<file path="config.mk">
export PLATFORM = sky130hd
export DESIGN_NAME = pipe_ctrl
export DESIGN_NICKNAME = d
export VERILOG_FILES = /design/src/rtl/pipe_ctrl.sv
export SDC_FILE = /design/constraint.sdc
export NUM_CORES = 1
export LEC_CHECK = 0
export CORE_AREA = 5 5 79 88
export DETAILED_ROUTE_END_ITERATION = 12
export DIE_AREA = 0 0 84 93
export GPL_ROUTABILITY_DRIVEN = 0
export PLACE_DENSITY = 0.88
export SYNTH_ARGS = -nofsm -noshare
export SYNTH_HDL_FRONTEND = slang
export SYNTH_SLANG_ARGS = --single-unit
</file>
<file path="constraint.sdc">
create_clock -name clk_i -period 6.1 [get_ports clk_i]
set_input_delay 0.915 -clock clk_i [delete_from_list [all_inputs] [get_ports clk_i]]
set_output_delay 0.915 -clock clk_i [all_outputs]
set_load 0.05 [all_outputs]
</file>
<file path="src/rtl/pipe_ctrl.sv">
// pipe_ctrl: hazard and stall controller for a five-stage in-order pipeline.
// Generates PC / pipeline-register load enables and bubble (flush) requests
// from load-use hazards, taken branches and data-memory wait states, and
// keeps saturating event counters for load-use stalls, flushes and wait cycles.
module pipe_ctrl #(
  parameter int CNT_W = 16
) (
  input  logic             clk_i,
  input  logic             rst_i,
  input  logic [4:0]       id_rs_i,
  input  logic [4:0]       id_rt_i,
  input  logic             id_uses_rt_i,
  input  logic             ex_memread_i,
  input  logic [4:0]       ex_rt_i,
  input  logic             branch_taken_i,
  input  logic             mem_busy_i,
  output logic             pc_write_o,
  output logic             IF_IDwrite_o,
  output logic             ID_EXwrite_o,
  output logic             EX_MEMwrite_o,
  output logic             IF_IDflush_o,
  output logic             ID_EXflush_o,
  output logic             EX_MEMflush_o,
  output logic [1:0]       state_o,
  output logic [CNT_W-1:0] lu_cnt_o,
  output logic [CNT_W-1:0] flush_cnt_o,
  output logic [CNT_W-1:0] wait_cnt_o
);

  // Controller states. Encoding 3 is never entered; it is treated as RUN.
  localparam logic [1:0] ST_RUN      = 2'd0;
  localparam logic [1:0] ST_MEM_WAIT = 2'd1;
  localparam logic [1:0] ST_FLUSH    = 2'd2;

  // Counter slots inside the packed counter bank.
  localparam int CNT_LU    = 0;
  localparam int CNT_FLUSH = 1;
  localparam int CNT_WAIT  = 2;
  localparam int N_CNT     = 3;

  localparam logic [CNT_W-1:0] CNT_ONE = {{(CNT_W-1){1'b0}}, 1'b1};
  localparam logic [CNT_W-1:0] CNT_MAX = {CNT_W{1'b1}};

  logic [1:0] state_q, state_d;
  logic       pend_q, pend_d;

  logic lu_hazard;

  logic pc_we;
  logic ifid_we;
  logic idex_we;
  logic exmem_we;
  logic ifid_flush;
  logic idex_flush;
  logic exmem_flush;

  logic [N_CNT-1:0]            cnt_inc;
  logic [N_CNT-1:0][CNT_W-1:0] cnt_q;
  logic [N_CNT-1:0][CNT_W-1:0] cnt_d;

  // Load-use hazard: the load in EX writes a register the ID instruction reads.
  // $0 is hard-wired to zero, so a load targeting it never creates a dependence.
  always_comb begin
    lu_hazard = ex_memread_i && (ex_rt_i != 5'd0) &&
                ((ex_rt_i == id_rs_i) || (id_uses_rt_i && (ex_rt_i == id_rt_i)));
  end

  // Next-state, pending-branch and zero-latency enable/flush decode.
  always_comb begin
    state_d     = state_q;
    pend_d      = pend_q;
    pc_we       = 1'b1;
    ifid_we     = 1'b1;
    idex_we     = 1'b1;
    exmem_we    = 1'b1;
    ifid_flush  = 1'b0;
    idex_flush  = 1'b0;
    exmem_flush = 1'b0;
    cnt_inc     = '0;

    case (state_q)
      ST_MEM_WAIT: begin
        // Whole pipeline frozen, including the cycle in which memory releases.
        pc_we    = 1'b0;
        ifid_we  = 1'b0;
        idex_we  = 1'b0;
        exmem_we = 1'b0;
        cnt_inc[CNT_WAIT] = 1'b1;
        // A branch resolved while frozen must not be lost: remember it.
        pend_d = pend_q | branch_taken_i;
        if (!mem_busy_i) begin
          state_d = (pend_q || branch_taken_i) ? ST_FLUSH : ST_RUN;
        end
      end

      ST_FLUSH: begin
        // Replay the deferred branch redirect. A memory stall raised here is
        // ignored for now and picked up again by the following RUN cycle.
        ifid_flush  = 1'b1;
        idex_flush  = 1'b1;
        exmem_flush = 1'b1;
        cnt_inc[CNT_FLUSH] = 1'b1;
        pend_d  = 1'b0;
        state_d = ST_RUN;
      end

      default: begin
        // RUN (and the unused encoding, which is decoded as RUN and left at once).
        state_d = ST_RUN;
        if (mem_busy_i) begin
          pc_we    = 1'b0;
          ifid_we  = 1'b0;
          idex_we  = 1'b0;
          exmem_we = 1'b0;
          pend_d   = branch_taken_i;
          state_d  = ST_MEM_WAIT;
        end else if (branch_taken_i) begin
          // Wrong-path instructions are squashed; a load-use stall on a
          // squashed instruction is meaningless, so LU is not considered.
          ifid_flush  = 1'b1;
          idex_flush  = 1'b1;
          exmem_flush = 1'b1;
          cnt_inc[CNT_FLUSH] = 1'b1;
        end else if (lu_hazard) begin
          // Hold PC and IF/ID, insert one bubble into ID/EX.
          pc_we      = 1'b0;
          ifid_we    = 1'b0;
          idex_flush = 1'b1;
          cnt_inc[CNT_LU] = 1'b1;
        end
        if (state_q != ST_RUN) begin
          state_d = ST_RUN;
        end
      end
    endcase

    // While reset is held nothing in the pipeline may load or be flushed.
    if (!rst_i) begin
      pc_we       = 1'b0;
      ifid_we     = 1'b0;
      idex_we     = 1'b0;
      exmem_we    = 1'b0;
      ifid_flush  = 1'b0;
      idex_flush  = 1'b0;
      exmem_flush = 1'b0;
    end
  end

  // Saturating increment for each event counter.
  generate
    for (genvar gi = 0; gi < N_CNT; gi++) begin : g_cnt
      assign cnt_d[gi] = (cnt_inc[gi] && (cnt_q[gi] != CNT_MAX)) ?
                         (cnt_q[gi] + CNT_ONE) : cnt_q[gi];
    end
  endgenerate

  // State, pending-branch flag and counter registers with synchronous reset.
  always_ff @(posedge clk_i) begin
    if (!rst_i) begin
      state_q <= ST_RUN;
      pend_q  <= 1'b0;
      cnt_q   <= '0;
    end else begin
      state_q <= state_d;
      pend_q  <= pend_d;
      cnt_q   <= cnt_d;
    end
  end

  assign pc_write_o    = pc_we;
  assign IF_IDwrite_o  = ifid_we;
  assign ID_EXwrite_o  = idex_we;
  assign EX_MEMwrite_o = exmem_we;
  assign IF_IDflush_o  = ifid_flush;
  assign ID_EXflush_o  = idex_flush;
  assign EX_MEMflush_o = exmem_flush;
  assign state_o       = state_q;
  assign lu_cnt_o      = cnt_q[CNT_LU];
  assign flush_cnt_o   = cnt_q[CNT_FLUSH];
  assign wait_cnt_o    = cnt_q[CNT_WAIT];

endmodule

</file>
**Word-level counts from Yosys, hierarchy flattened**

Cells that the tools add are included.

- Register bits after elaboration: 51
- Input port bits: 21
- Output and inout bits: 57

- Add/subtract/negate cells: 3
- Equal/unequal tests: 8
- Multiplexer cells: 29
- Bitwise gates (word level): 1
- Reductions and logical operators: 12

Operator list:

| kind | number |
|---|---|
| $add A16 B1 Y16 const B | 3 |
| $ne A16 B16 Y1 const B | 3 |
| $mux W1 | 19 |
| $pmux W1 S2 | 6 |
| $eq A5 B5 Y1 | 2 |
| $logic_and A1 B1 Y1 | 6 |
| $mux W2 | 3 |
| $reduce_bool A5 Y1 | 1 |
| $pmux W2 S2 | 1 |
| $reduce_bool A3 Y1 | 1 |
| $eq A2 B1 Y1 const B | 1 |
| $eq A2 B2 Y1 const B | 1 |
| $logic_or A1 B1 Y1 | 2 |
| $ne A2 B2 Y1 const B | 1 |
| $reduce_bool A2 Y1 | 1 |
| $reduce_or A2 Y1 | 1 |
| $or A1 B1 Y1 | 1 |

**Depth between registers and ports, before layout**

- Depth in word-level cells: 9
- Gate-level depth with buffers: 9
- Depth with buffers taken out: 7

**Worst setup path before layout**

OpenSTA, ideal clock, no wires.

- Path kind: in2out
- From: input port id_rt_i[3]
- To: output port pc_write_o
- Data arrival time: 3.056 ns
- Slack: 2.129 ns
- Stages: 8
- Path through: xor2_1 nor4_1 a32oi_1 buf_6 buf_2 nor2_1 a21oi_1 buf_4

- Cells in the longest elaborated chain, start to end: 9

RTL lines:

| element | line | source |
|---|---|---|
| from (decl) | 11 | `input logic [4:0] id_rt_i,` |
| $eq A5 B5 Y1 | 65 | `((ex_rt_i == id_rs_i) \|\| (id_uses_rt_i && (ex_rt_i == id_rt_i)));` |
| $logic_and A1 B1 Y1 | 65 |  |
| $logic_or A1 B1 Y1 | 65 |  |
| $logic_and A1 B1 Y1 | 64 | `lu_hazard = ex_memread_i && (ex_rt_i != 5'd0) &&` |
| $mux W1 (3 in series) | -- |  |
| $pmux W1 S2 | -- |  |
| $mux W1 | -- |  |
| to (decl) | 17 | `output logic pc_write_o,` |

No other way between the ends.

**Worst setup path after layout**

- From: input port rst_i
- To: output port IF_IDflush_o

- Cells in the longest elaborated chain, start to end: 1

RTL lines:

| element | line | source |
|---|---|---|
| from (decl) | 9 | `input logic rst_i,` |
| $mux W1 | 138 | `if (!rst_i) begin` |
| to (decl) | 21 | `output logic IF_IDflush_o,` |

No other way between the ends.

==> results.yml <==
yosys:
  synth_flop_cell: "dfxtp_1"
  synth_async_sr_flop_share: 0
  synth_nets: 370
  syn_inst: 343
  ys_seq_area_frac: 0.364
  yosys_warnings: 0
  synth-seq-cells: 51
  synth_cell_types: 45
  synth_edf_count: 0
  syn_avg_cell_area_um2: 8.19
  syn_area_um2: 2810
sta:
  timing.final.crit_share: 0.757
  finalSetupViolCount: 0
  rsz0062_at_grt: "false"
  hold_viol: 0
  skew_ns: 0.00506
  tightest_slew_ns: 0.999
  relSlewSlack: 0.332
  maxSlewViolCount: 0
  min_period_ns: 4.62
  fmaxAchievable_ghz: 0.217
  setup_tns_ns: 0
layout:
  multi_input_area_um2: 1670
  layout_commonest_cell: "clkdlybuf4s50_1"
  fill_cells: 499
  seq_area_um2: 1020
  fin_util: 0.618
  final_cell_mix: "clkdlybuf4s50_1, dfxtp_1, nor2_1, nand2_1, nand3_1"
  diodes: 0
  area_delta_synth_final_pct: 32.2
  final_nets: 439
  drive_above_1_share: 0.0363
die:
  core_region_area_um2: 6010
  die_area_um2: 7810
  pin_count: 78
  die_width_um: 84
  rows: 30
  start_util: 0.468
  die_h_um: 93
clock_tree:
  ctsRootBufferMaster: "clkbuf_8"
  cts-resized-gates: 0
  clock_latency_ns: 0.29
  cts.clk_slew.worst_paths_ns: 0.09
  clockBufferDepth: 2
  cts_tree: "done"
  htree_levels: 2
  cts.sinks: 51
  cts_hold_buf: 0
  cts_buffers: 5
  postCtsSetupRepairBufs: 0
worst_setup_path:
  path_cells: "clkdlybuf4s50_1, inv_2, nor2_1, clkdlybuf4s50_1"
  end_kind: "output pin"
  rr_endpoint: "lu_cnt_o[7]"
  crit_path_end: "IF_IDflush_o"
  critPathMostFrequentCell: "clkdlybuf4s50_1"
  start_kind: "input port"
  r2r_slack_ns: 3.71
  required_ns: 5.18
  crit_arrival_ns: 3.70
  slowest_stage: "clkdlybuf4s50_1"
  cp-startpoint: "rst_i"
  rr_startpoint: "state_o[0]"
  crit_type: "in -> out"
  r2r_cells: 6
  max_stage_delay_ns: 1.13
  worstPathMaxFanout: 37
worst_hold_path:
  hp-class: "reg -> reg"
global_routing:
  gr-total-overflow: 0
  grt_pass1_wl_um: 12000
  grt_start_max_net_pins: 38
  grtUsageTotal: 0.183
  antenna_found_initial: 0
  grt_pass1_vias: 2646
power:
  combPwrFrac: 0.131
  intPower_uw: 471
  p_sw_frac: 0.252
  seqPwrFrac: 0.538
  power_density_nw_per_um2: 170
  p_switching_uw: 159
  pwr-share-clk: 0.330
  p_leak_uw: 0.00119
  irDropWorstVdd_mv: 0.105
route:
  drt_iter0_markers: 135
  first_pass_iters: 4
  vias: 2766
  drc: 0
  avgViaCountPerCell: 5.61
  ant_nets: 0
  wire_per_inst_um: 14.6
  wirelength_um: 7190
flow_run:
  drv_cap: 0
run_status:
  status: "finished clean"
placed_design:
  dp_hpwl_um: 5340
  io_buffers: 77
## cells in the mapped netlist, types with 2 or more instances
cell type   n  area share
o31ai_1     6       0.016
a211oi_1    3      0.0080
a21oi_1    14       0.025
xor2_1     15       0.047
o41ai_1     2      0.0062
o21ai_0     7       0.012
and2_1      3      0.0067
nand2b_1   10       0.022
xnor2_1    17       0.053
clkbuf_1    9       0.012
buf_2       3      0.0053
nand2_1    33       0.044
nor3_1      9       0.016
or4_1       8       0.021
mux2i_1    12       0.043
nor4b_1     5       0.016
nand3_1    19       0.034
and3_1      6       0.013
inv_1       7      0.0094
and4_1      6       0.019
nor4_1     12       0.027
ha_1        6       0.027
nor3b_1     2      0.0053
nand4_1    16       0.036
buf_4       3      0.0080
dfxtp_1    51        0.36
buf_1       2      0.0027
nor2_1     40       0.053
## power by group through the flow
stage | Clock, µW | Combinational [µW] | Sequential, µW
5_1_grt | 228 | 88.4 | 340
4_1_cts | 215 | 82.7 | 339
6_report | 208 | 82.7 | 339
3_5_place_dp | 0 | 82.2 | 347
3_3_place_gp | 0 | 79.8 | 347
2_1_floorplan | 0 | 43.7 | 354
## through the flow
step / power (µW) / instance area, µm² / std cells / setup WS (ns) / hold WS (ns)
floorplan: 398 / 2810 / 343 / 2.13 / 0.433
global placement: 427 / 3610 / 485 / 1.60 / 0.438
detailed placement: 429 / 3610 / 485 / 1.51 / 0.444
CTS: 636 / 3710 / 493 / 1.51 / 0.456
global route: 657 / 3710 / 493 / 1.29 / 0.523
finish: 630 / 3710 / 493 / 1.48 / 0.460
## sequential cells by signal, summed over array words and instances, names as in the netlist
| register | cells |
|---|---|
| wait_cnt_o | 16 |
| state_o | 2 |
| flush_cnt_o | 16 |
| pend_q | 1 |
| lu_cnt_o | 16 |
## per-layer routing
| layer | wire [µm] | track usage | share of wire |
|---|---|---|---|
| met1 | 3130 | 0.219 | 0.44 |
| met2 | 3610 | 0.322 | 0.50 |
| met3 | 362 | 0.0396 | 0.050 |
| met4 | 85 | 0.0643 | 0.012 |
| met5 | 0 | 0 | 0 |
## area by class of cell
type                    count  area share
clock buffers               8      0.0270
inverters                   8     0.00809
multi-input cells         266       0.449
well taps                  80      0.0270
repair buffers             80       0.214
flip-flops and latches     51       0.275
## critical path, delay by kind of cell
family / cells / cell delay (ns)
buffers and inverters: 3 / 2.50
and+or+nand+nor: 1 / 0.27
## worst min-delay path by stage
stage	to	depth (start not counted)	start
floorplan	pend_q	2	pend_q
global placement	pend_q	2	pend_q
detailed placement	pend_q	2	pend_q
CTS	pend_q	2	pend_q
global route	pend_q	2	pend_q
finish	pend_q	2	pend_q
## cell families after synthesis
group / synth area share
flip-flops: 0.364
adder cells (fa/ha/maj): 0.0267
buffers and inverters: 0.0428
AO/OA/AOI/OAI: 0.0940
AND/OR/NAND/NOR: 0.326
XOR/XNOR: 0.0998
multiplexers: 0.0468
Power figures use the tool's default switching activity.
